**src/rtl/blinky_pkg.sv**
```systemverilog
// Shared definitions for the blink generator and blink monitor.
package blinky_pkg;

   localparam int CLOCK_FREQ_HZ = 125000000;

   typedef enum logic [1:0] {
      IDLE,
      HIGH,
      LOW
   } state_t;

endpackage

```
**src/rtl/blink_monitor_if.sv**
```systemverilog
// Measurement hand-off: the monitor offers on/off durations, the consumer accepts.
interface blink_monitor_if #(
   parameter int count_width = 28
) ();

   logic [count_width-1:0] on_clocks;
   logic [count_width-1:0] off_clocks;
   logic                   meas_valid;
   logic                   meas_ready;

   modport master (
      output on_clocks,
      output off_clocks,
      output meas_valid,
      input  meas_ready
   );

   modport slave (
      input  on_clocks,
      input  off_clocks,
      input  meas_valid,
      output meas_ready
   );

endinterface

```
**src/rtl/blink_monitor_input_debounce.sv**
```systemverilog
// Two-flop synchronizer followed by a consecutive-sample filter.
// level follows din 2 + filter_clocks cycles after din changes.
module input_debounce #(
   parameter int filter_clocks = 8
) (
   input  logic clk,
   input  logic rst,
   input  logic din,
   output logic level
);

   localparam int FW = (filter_clocks > 1) ? $clog2(filter_clocks) : 1;
   localparam logic [FW-1:0] FILT_LAST = FW'(filter_clocks - 1);

   logic          sync1_q;
   logic          sync2_q;
   logic          level_q;
   logic [FW-1:0] filt_q;

   // bring the asynchronous input into the clk domain
   always_ff @(posedge clk) begin
      if (rst) begin
         sync1_q <= 1'b0;
         sync2_q <= 1'b0;
      end else begin
         sync1_q <= din;
         sync2_q <= sync1_q;
      end
   end

   // flip level only after filter_clocks disagreeing samples in a row
   always_ff @(posedge clk) begin
      if (rst) begin
         level_q <= 1'b0;
         filt_q  <= '0;
      end else if (sync2_q == level_q) begin
         filt_q <= '0;
      end else if (filt_q == FILT_LAST) begin
         level_q <= ~level_q;
         filt_q  <= '0;
      end else begin
         filt_q <= filt_q + 1'b1;
      end
   end

   assign level = level_q;

endmodule

```
**src/rtl/blink_monitor.sv**
```systemverilog
// Measures high/low durations of a deglitched pulse train and offers each
// complete period on a valid/ready interface.
//
// state | meaning
// IDLE  | waiting for a rising edge to start a clean period
// HIGH  | counting cycles with level = 1
// LOW   | counting cycles with level = 0; next rise publishes the period
module blink_monitor
   import blinky_pkg::*;
#(
   parameter int clock_freq_hz  = CLOCK_FREQ_HZ,
   parameter int filter_clocks  = 8,
   parameter int count_width    = 28,
   parameter int timeout_clocks = clock_freq_hz * 2
) (
   input  logic            clk,
   input  logic            rst,
   input  logic            pulse_in,
   output logic            level,
   output logic            timeout,
   output logic            overrun,
   blink_monitor_if.master meas
);

   // Counter is compared against timeout_clocks, so it can never wrap.
   if (64'(timeout_clocks) >= (64'd1 << count_width)) begin : g_bad_timeout
      $error("blink_monitor: timeout_clocks must be < 2**count_width");
   end

   localparam logic [count_width-1:0] TIMEOUT_CNT = count_width'(timeout_clocks);
   localparam logic [count_width-1:0] ONE         = count_width'(1);

   state_t                 state_q, state_d;
   logic [count_width-1:0] cnt_q, cnt_d;
   logic [count_width-1:0] pend_q, pend_d;
   logic                   level_d1_q;
   logic                   rise, fall;
   logic                   publish;
   logic                   timeout_d;

   logic [count_width-1:0] on_q, off_q;
   logic                   valid_q;
   logic                   timeout_q;
   logic                   overrun_q;

   input_debounce #(
      .filter_clocks (filter_clocks)
   ) u_debounce (
      .clk   (clk),
      .rst   (rst),
      .din   (pulse_in),
      .level (level)
   );

   assign rise = level & ~level_d1_q;
   assign fall = ~level & level_d1_q;

   // FSM, phase counter and pending on-time registers
   always_ff @(posedge clk) begin
      if (rst) begin
         state_q    <= IDLE;
         cnt_q      <= '0;
         pend_q     <= '0;
         level_d1_q <= 1'b0;
      end else begin
         state_q    <= state_d;
         cnt_q      <= cnt_d;
         pend_q     <= pend_d;
         level_d1_q <= level;
      end
   end

   // next state; the counter restarts at 1 because the edge cycle belongs to the new phase
   always_comb begin
      state_d   = state_q;
      cnt_d     = cnt_q;
      pend_d    = pend_q;
      publish   = 1'b0;
      timeout_d = 1'b0;
      unique case (state_q)
         IDLE: begin
            if (rise) begin
               cnt_d   = ONE;
               state_d = HIGH;
            end
         end
         HIGH: begin
            if (fall) begin
               pend_d  = cnt_q;
               cnt_d   = ONE;
               state_d = LOW;
            end else if (cnt_q == TIMEOUT_CNT) begin
               timeout_d = 1'b1;
               state_d   = IDLE;
            end else begin
               cnt_d = cnt_q + ONE;
            end
         end
         LOW: begin
            if (rise) begin
               publish = 1'b1;
               cnt_d   = ONE;
               state_d = HIGH;
            end else if (cnt_q == TIMEOUT_CNT) begin
               timeout_d = 1'b1;
               state_d   = IDLE;
            end else begin
               cnt_d = cnt_q + ONE;
            end
         end
         default: state_d = IDLE;
      endcase
   end

   // output handshake; a publish into a stalled slot is dropped and flagged
   always_ff @(posedge clk) begin
      if (rst) begin
         on_q      <= '0;
         off_q     <= '0;
         valid_q   <= 1'b0;
         timeout_q <= 1'b0;
         overrun_q <= 1'b0;
      end else begin
         timeout_q <= timeout_d;
         if (publish) begin
            if (!valid_q || meas.meas_ready) begin
               on_q    <= pend_q;
               off_q   <= cnt_q;
               valid_q <= 1'b1;
            end else begin
               overrun_q <= 1'b1;
            end
         end else if (valid_q && meas.meas_ready) begin
            valid_q <= 1'b0;
         end
      end
   end

   assign meas.on_clocks  = on_q;
   assign meas.off_clocks = off_q;
   assign meas.meas_valid = valid_q;
   assign timeout         = timeout_q;
   assign overrun         = overrun_q;

endmodule

```
**src/flat_wrapper.sv**
```systemverilog
// flat-port wrapper written by rule: the top's interface ports become plain ports
module blink_monitor_flat import blinky_pkg::*;
#(
   parameter int clock_freq_hz  = CLOCK_FREQ_HZ,
   parameter int filter_clocks  = 8,
   parameter int count_width    = 28,
   parameter int timeout_clocks = clock_freq_hz * 2
)
  (clk, rst, pulse_in, level, timeout, overrun, meas_on_clocks, meas_off_clocks, meas_meas_valid, meas_meas_ready);
  blink_monitor_if #(.count_width(count_width)) meas_i ();
  input  logic clk;
  input  logic rst;
  input  logic pulse_in;
  output logic level;
  output logic timeout;
  output logic overrun;
  output wire logic [$bits(meas_i.on_clocks)-1:0] meas_on_clocks;
  output wire logic [$bits(meas_i.off_clocks)-1:0] meas_off_clocks;
  output wire logic [$bits(meas_i.meas_valid)-1:0] meas_meas_valid;
  input wire logic [$bits(meas_i.meas_ready)-1:0] meas_meas_ready;
  assign meas_on_clocks = meas_i.on_clocks;
  assign meas_off_clocks = meas_i.off_clocks;
  assign meas_meas_valid = meas_i.meas_valid;
  assign meas_i.meas_ready = meas_meas_ready;
  blink_monitor #(.clock_freq_hz(clock_freq_hz), .filter_clocks(filter_clocks), .count_width(count_width), .timeout_clocks(timeout_clocks)) u_core (.clk(clk), .rst(rst), .pulse_in(pulse_in), .level(level), .timeout(timeout), .overrun(overrun), .meas(meas_i));
endmodule
```
**config.mk**
```make
export PLATFORM = sky130hd
export DESIGN_NAME = blink_monitor_flat
export DESIGN_NICKNAME = d
export VERILOG_FILES = /design/src/rtl/blinky_pkg.sv /design/src/rtl/blink_monitor_if.sv /design/src/rtl/blink_monitor_input_debounce.sv /design/src/rtl/blink_monitor.sv /design/src/flat_wrapper.sv
export SDC_FILE = /design/constraint.sdc
export NUM_CORES = 1
export LEC_CHECK = 0
export CAP_MARGIN = 20
export CORE_ASPECT_RATIO = 1.25
export CORE_MARGIN = 3
export CORE_UTILIZATION = 45
export CTS_CLUSTER_DIAMETER = 150
export DETAILED_ROUTE_END_ITERATION = 6
export MAX_ROUTING_LAYER = met4
export PLACE_DENSITY = 0.67
export SYNTH_ARGS = -nofsm -noshare
export SYNTH_HDL_FRONTEND = slang
export SYNTH_SLANG_ARGS = --single-unit
```
**constraint.sdc**
```tcl
create_clock -name clk -period 1.7 [get_ports clk]
set_clock_uncertainty 0.05 [all_clocks]
set_input_delay 0.255 -clock clk [delete_from_list [all_inputs] [get_ports clk]]
set_output_delay 0.255 -clock clk [all_outputs]
set_load 0.1 [all_outputs]
```
==> Word-level counts from Yosys, hierarchy flattened <==
Cells that the tools add are included.
W data, S select, Z words.
{ "totals": {"ff_bits": 124, "input_bits": 4, "output_inout_bits": 60, "wordCells": 60} }
{ "op_classes": {"add_sub_neg": 2, "eq_ne": 7, "muxes": 19, "n_bitwise": 6, "n_reduce_logical": 13} }
{ "ops": {"columns": ["cell", "count"], "rows": [
  ["$mux W28", 4],
  ["$pmux W28 S3", 1],
  ["$add A28 B1 Y28 const B", 1],
  ["$eq A28 B28 Y1 const B", 1],
  ["$reduce_and A2 Y1", 6],
  ["$mux W1", 8],
  ["$mux W2", 4],
  ["$pmux W2 S3", 1],
  ["$not A1 Y1", 4],
  ["$add A3 B1 Y3 const B", 1],
  ["$eq A3 B3 Y1 const B", 1],
  ["$reduce_bool A3 Y1", 1],
  ["$reduce_or A3 Y1", 1],
  ["$and A1 B1 Y1", 2],
  ["$eq A2 B1 Y1 const B", 1],
  ["$eq A2 B2 Y1 const B", 1],
  ["$logic_not A2 Y1", 1],
  ["$ne A2 B1 Y1 const B", 1],
  ["$ne A2 B2 Y1 const B", 1],
  ["$pmux W1 S2", 1],
  ["$reduce_bool A2 Y1", 1],
  ["$eq A1 B1 Y1", 1],
  ["$logic_and A1 B1 Y1", 1],
  ["$logic_not A1 Y1", 1],
  ["$logic_or A1 B1 Y1", 1]
]} }

==> Longest topological paths before layout <==
{ "logic_depth": {"word_depth": 6, "mapped_depth": 9, "ltp_nobuf": 7} }

==> Hierarchy <==
Synthesis repeated with hierarchy kept, for this count alone.
{ "unflattened": {"cells_unflattened": 613, "area_unflattened_um2": 4981.0} }
{ "modules_own_cells": {"columns": ["module", "instances", "cells_per_inst", "area_per_inst_um2", "seq_area_each_um2"], "rows": [
  ["blink_monitor", 1, 597, 4777.1, 2362.3],
  ["input_debounce", 1, 16, 203.9, 120.1]
]} }

==> Least setup slack after synthesis <==
No wires, ideal clock.
{ "synth_path": {"kind": "register to register", "start": "register u_core.u_debounce.level_q, in the netlist u_core.u_debounce.level", "end": "register u_core.cnt_q[26]", "setup_ns": 0.066, "arrival_ns": 2.326, "required_time_ns": 1.584, "slack_ns": -0.742, "stages_incl_launch_ff": 7, "n_path_buf": 1, "period_less_slack_ns": 2.442, "path_cell_list": "dfxtp_1 nand2b_1 buf_6 a211oi_4 nand3_4 or3_1 a21oi_2"} }
{ "synth_via": {"elab_chain_len": 4, "elab_cells_between_ends": 8, "classes_between": "eq/ne: 1; mux: 3; bitwise: 3; reduce/logical: 1"} }
{ "synth_lines": {"columns": ["element", "line", "source"], "rows": [
  ["start: declaration", "blink_monitor_input_debounce.sv:17", "logic level_q;"],
  ["start signal: assignment", "blink_monitor_input_debounce.sv:39", "level_q <= ~level_q;"],
  ["$not A1 Y1", "blink_monitor.sv:56", "assign fall = ~level & level_d1_q;"],
  ["$and A1 B1 Y1", "blink_monitor.sv:56", null],
  ["$mux W28", "blink_monitor.sv:88", "if (fall) begin"],
  ["$pmux W28 S3", "blink_monitor.sv:80", "unique case (state_q)"],
  ["end signal: assignment", "blink_monitor.sv:67", "cnt_q <= cnt_d;"],
  ["end: declaration", "blink_monitor.sv:34", "logic [count_width-1:0] cnt_q, cnt_d;"]
]} }
Parallel ways exist; a longest one is shown, timed or not.
A chain may end at the register's enable or synchronous reset.

==> Final worst setup path <==
{ "layout_path": {"start": "register u_core.state_q[0]", "end": "register u_core.cnt_q[9]"} }
{ "layout_via": {"elab_chain_len": 3, "elab_cells_between_ends": 7, "classes_between": "eq/ne: 3; mux: 1; reduce/logical: 3"} }
{ "layout_lines": {"columns": ["element", "line", "source"], "rows": [
  ["start: declaration", "blink_monitor.sv:33", "state_t state_q, state_d;"],
  ["start signal: assignment", "blink_monitor.sv:66", "state_q <= state_d;"],
  ["$eq A2 B1 Y1 (tied with other cells)", "blink_monitor.sv:80", null],
  ["$reduce_bool A3 Y1 (no source line) / $ne A2 B1 Y1 (equally long branches)", null, null],
  ["$reduce_and A2 Y1 (no source line)", null, null]
]} }
Parallel ways exist; a longest one is shown, timed or not.

==> out/qor.csv <==
metric,value,unit
initial antenna violation count,0,
Die H,123,um
max-slew headroom at the worst pin,0.707,
clock latency on the worst-skew pair,0.41,ns
switch share,0.211,
post-synthesis register bit count,124,
Pwr per Cell Area,850,mW/mm2
nature of the critical path startpoint,flip-flop,
clock buffer depth,2,
Achievable Freq,563,MHz
hold_sp,rst,
critical path type,flip-flop to flip-flop,
setup ws final,-0.0759,ns
detailed-route via count,4837,
via/cell ratio,5.50,
I/O Pins,64,
Unique masters post-synth,43,
All-Layer GR Usage,0.233,
Avg WL per Cell,16.7,um
hold slack,0.118,ns
routability cong.,0.863,
VDD IR-drop max,0.846,mV
sequential power share,0.431,
total gr overflow,0,
total wire length,14.6,mm
DP Area,0.00674,mm2
Post-synth EDFFs,0,
final instance area,0.00800,mm2
clock sink count,124,
"non-filler cells, final",879,
root buf cell,clkbuf_16,
Synth Net Count,616,
first-pass GRT wire length,21.7,mm
Die X,99.2,um
layout cells sized above 1,0.367,
critical path peak fanout,9,
initial DRC count,404,
CTS HTree Levels,4,
reg-to-reg startpoint,u_core.state_q[0],
initial core utilization,0.472,
"top cells by count, synth","180 x nand2_1, 124 x dfxtp_1, 98 x a21oi_1, 33 x nor2_1, 23 x clkbuf_1",
number of remaining DRC errors,0,
top cell type's share of synthesized area,0.508,
# rows,41,
crit end category,flip-flop,
Worst EP arrival,2.03,ns
Fin. Hold Viols,0,
Pre-Repair DR Iteration Count,5,
filler cell count,648,
Main synth FF type,dfxtp_1,
failing checks,negative setup slack,
CP Cell Sequence,"buf_6, ha_4, a211oi_2, buf_4, buf_8, buf_4, nand3_1, xor2_1, nor2_1",
number of cells on the worst hold path,2,
# nets final,750,
"area leader, netlist",dfxtp_1,
outcome,finished with violations,
FF-to-FF setup slack,-0.08,ns
"count leader, synth",nand2_1,
Lkg Pwr,0.00299,uW
final-report setup violation count,12,
Bufs and invs on worst path,4,
ranking of synthesized cells by area,"dfxtp_1 51%, nand2_1 14%, a21oi_1 10%",
Routed Antenna Nets,0,
cells on worst reg2reg path,9,
worst min path class,primary input to flip-flop,
antenna cells,0,
"FFs w/ async S/R, synth",0,
P_sw,1430,uW
worst slew pin tran,0.436,ns
"Reg clk slew, reported paths",0.06,ns
post-route clock period utilization,1.04,
Critical R2R Capture,u_core.cnt_q[9],
"slowest stage delay, CP",0.34,ns
syn_area_per_cell,8.10,um2
placed cell count,831,
Port Buffers,63,
power share of the combinational group,0.048,
critical path's most frequent cell,buf_4,
dpl hpwl,8.34,mm
yosys warns,0,
clock share of power,0.521,
RSZ-0062 raised after global routing,yes,
Netlist Area Pre-Place,0.00489,mm2
DIE AREA,0.0122,mm2
vias in the first global route,4545,
cell family with most CP delay,buffers and inverters,
"Data required, critical path",1.95,ns
max-cap viol count,0,
TritonCTS clock tree,yes,
Final min period,1.78,ns
Area growth syn-to-layout,63.6,%
Syn Inst Count,604,
sequential element share of the synthesized area,0.508,
largest net degree at the start of global routing,57,
Hold Path End,u_core.u_debounce.sync1_q,
total CTS buffers,17,
max-slew violations,0,
slowest cell on the critical path,dfxtp_2,
dpl ws,-0.132,ns
core area,0.0104,mm2
P_int,5370,uW
[how the worst max path moves through the flow]
stage	start	to	slack [ns]	depth (start not counted)
after floorplan	u_core.u_debounce.level	u_core.cnt_q[26]	-0.12	6
after global placement	u_core.state_q[0]	u_core.cnt_q[2]	-0.01	7
after detailed placement	u_core.cnt_q[0]	u_core.cnt_q[1]	-0.13	7
after CTS	u_core.state_q[0]	u_core.cnt_q[10]	-0.03	8
after global routing	u_core.cnt_q[2]	u_core.cnt_q[0]	-0.17	6
final	u_core.state_q[0]	u_core.cnt_q[9]	-0.08	9
[flip-flops by register name, indices dropped and copies added, names as in the netlist]
name	count
u_core.cnt_q	28
u_core.meas.off_clocks	28
u_core.meas.on_clocks	28
u_core.pend_q	28
u_core.u_debounce.filt_q	3
u_core.state_q	2
u_core.level_d1_q	1
u_core.meas.meas_valid	1
u_core.overrun	1
u_core.timeout	1
u_core.u_debounce.level	1
u_core.u_debounce.sync1_q	1
u_core.u_debounce.sync2_q	1
[power by group through the flow]
stage | Combinational (uW) | Sequential, uW | Clock (uW)
finish | 325 | 2930 | 3540
global route | 349 | 2930 | 3700
CTS | 252 | 2930 | 3560
detailed placement | 233 | 2980 | 0
global placement | 226 | 2980 | 0
floorplan | 133 | 2990 | 0
[routing by layer]
metal,vias to the layer above,routed length [um],GRT usage,share of wire
met5,-,0,-,0
met4,0,424,0.0931,0.029
met3,37,863,0.0580,0.059
met2,168,7580,0.403,0.52
met1,2350,5770,0.256,0.39
li1,2282,-,-,-
[timing repair]
| item | 4_1_cts | 5_1_grt |
|---|---|---|
| endpoints found under the setup margin | 52 | 115 |
| hold buffers | 0 | 0 |
| pin swaps | 10 | 32 |
| setup buffers | 8 | 6 |
| gates cloned | 2 | 4 |
| resized for setup | 29 | 91 |
[kinds of logic after synthesis]
logic type / count (synthesis) / synth area share
flip-flops: 124 / 0.508
buffers and inverters: 47 / 0.0432
multiplexers: 1 / 0.00205
XOR/XNOR: 22 / 0.0394
AND/OR/NAND/NOR: 287 / 0.262
AO/OA/AOI/OAI: 115 / 0.125
adder cells (fa/ha/maj): 8 / 0.0205
[layout make-up]
cell class	instances	area [um2]	area share
flip-flops and latches	124	2510	0.313
well taps	129	161	0.0202
clock buffers	26	541	0.0675
clock inverters	5	52.6	0.00657
multi-input cells	433	2570	0.321
inverters	6	27.5	0.00344
repair buffers	156	2140	0.268
[metrics by stage]
step                      TNS, ns  power [uW]  utilization
after floorplan             -4.49        3120            -
after global placement    -0.0191        3210        0.651
after detailed placement    -1.31        3220        0.651
after CTS                 -0.0772        6740        0.731
after global routing        -1.99        6980        0.772
final                      -0.427        6800        0.772
[cells in the final DEF (no fill, tap or decap), types with 4 or more instances in the layout]
cell	count
a21oi_1	73
a21oi_2	26
and3_1	4
buf_12	68
buf_4	71
buf_6	8
clkbuf_16	21
clkbuf_8	6
dfxtp_1	109
dfxtp_2	12
ha_4	6
nand2_1	165
nand2_2	8
nand2_4	7
nand2b_1	4
nand3_1	13
nand4_1	12
nor2_1	29
nor2b_1	4
nor3_1	6
nor4_1	5
o21ai_0	6
xnor2_1	4
xor2_1	18
No activity file was read; power rests on OpenSTA's default activity.
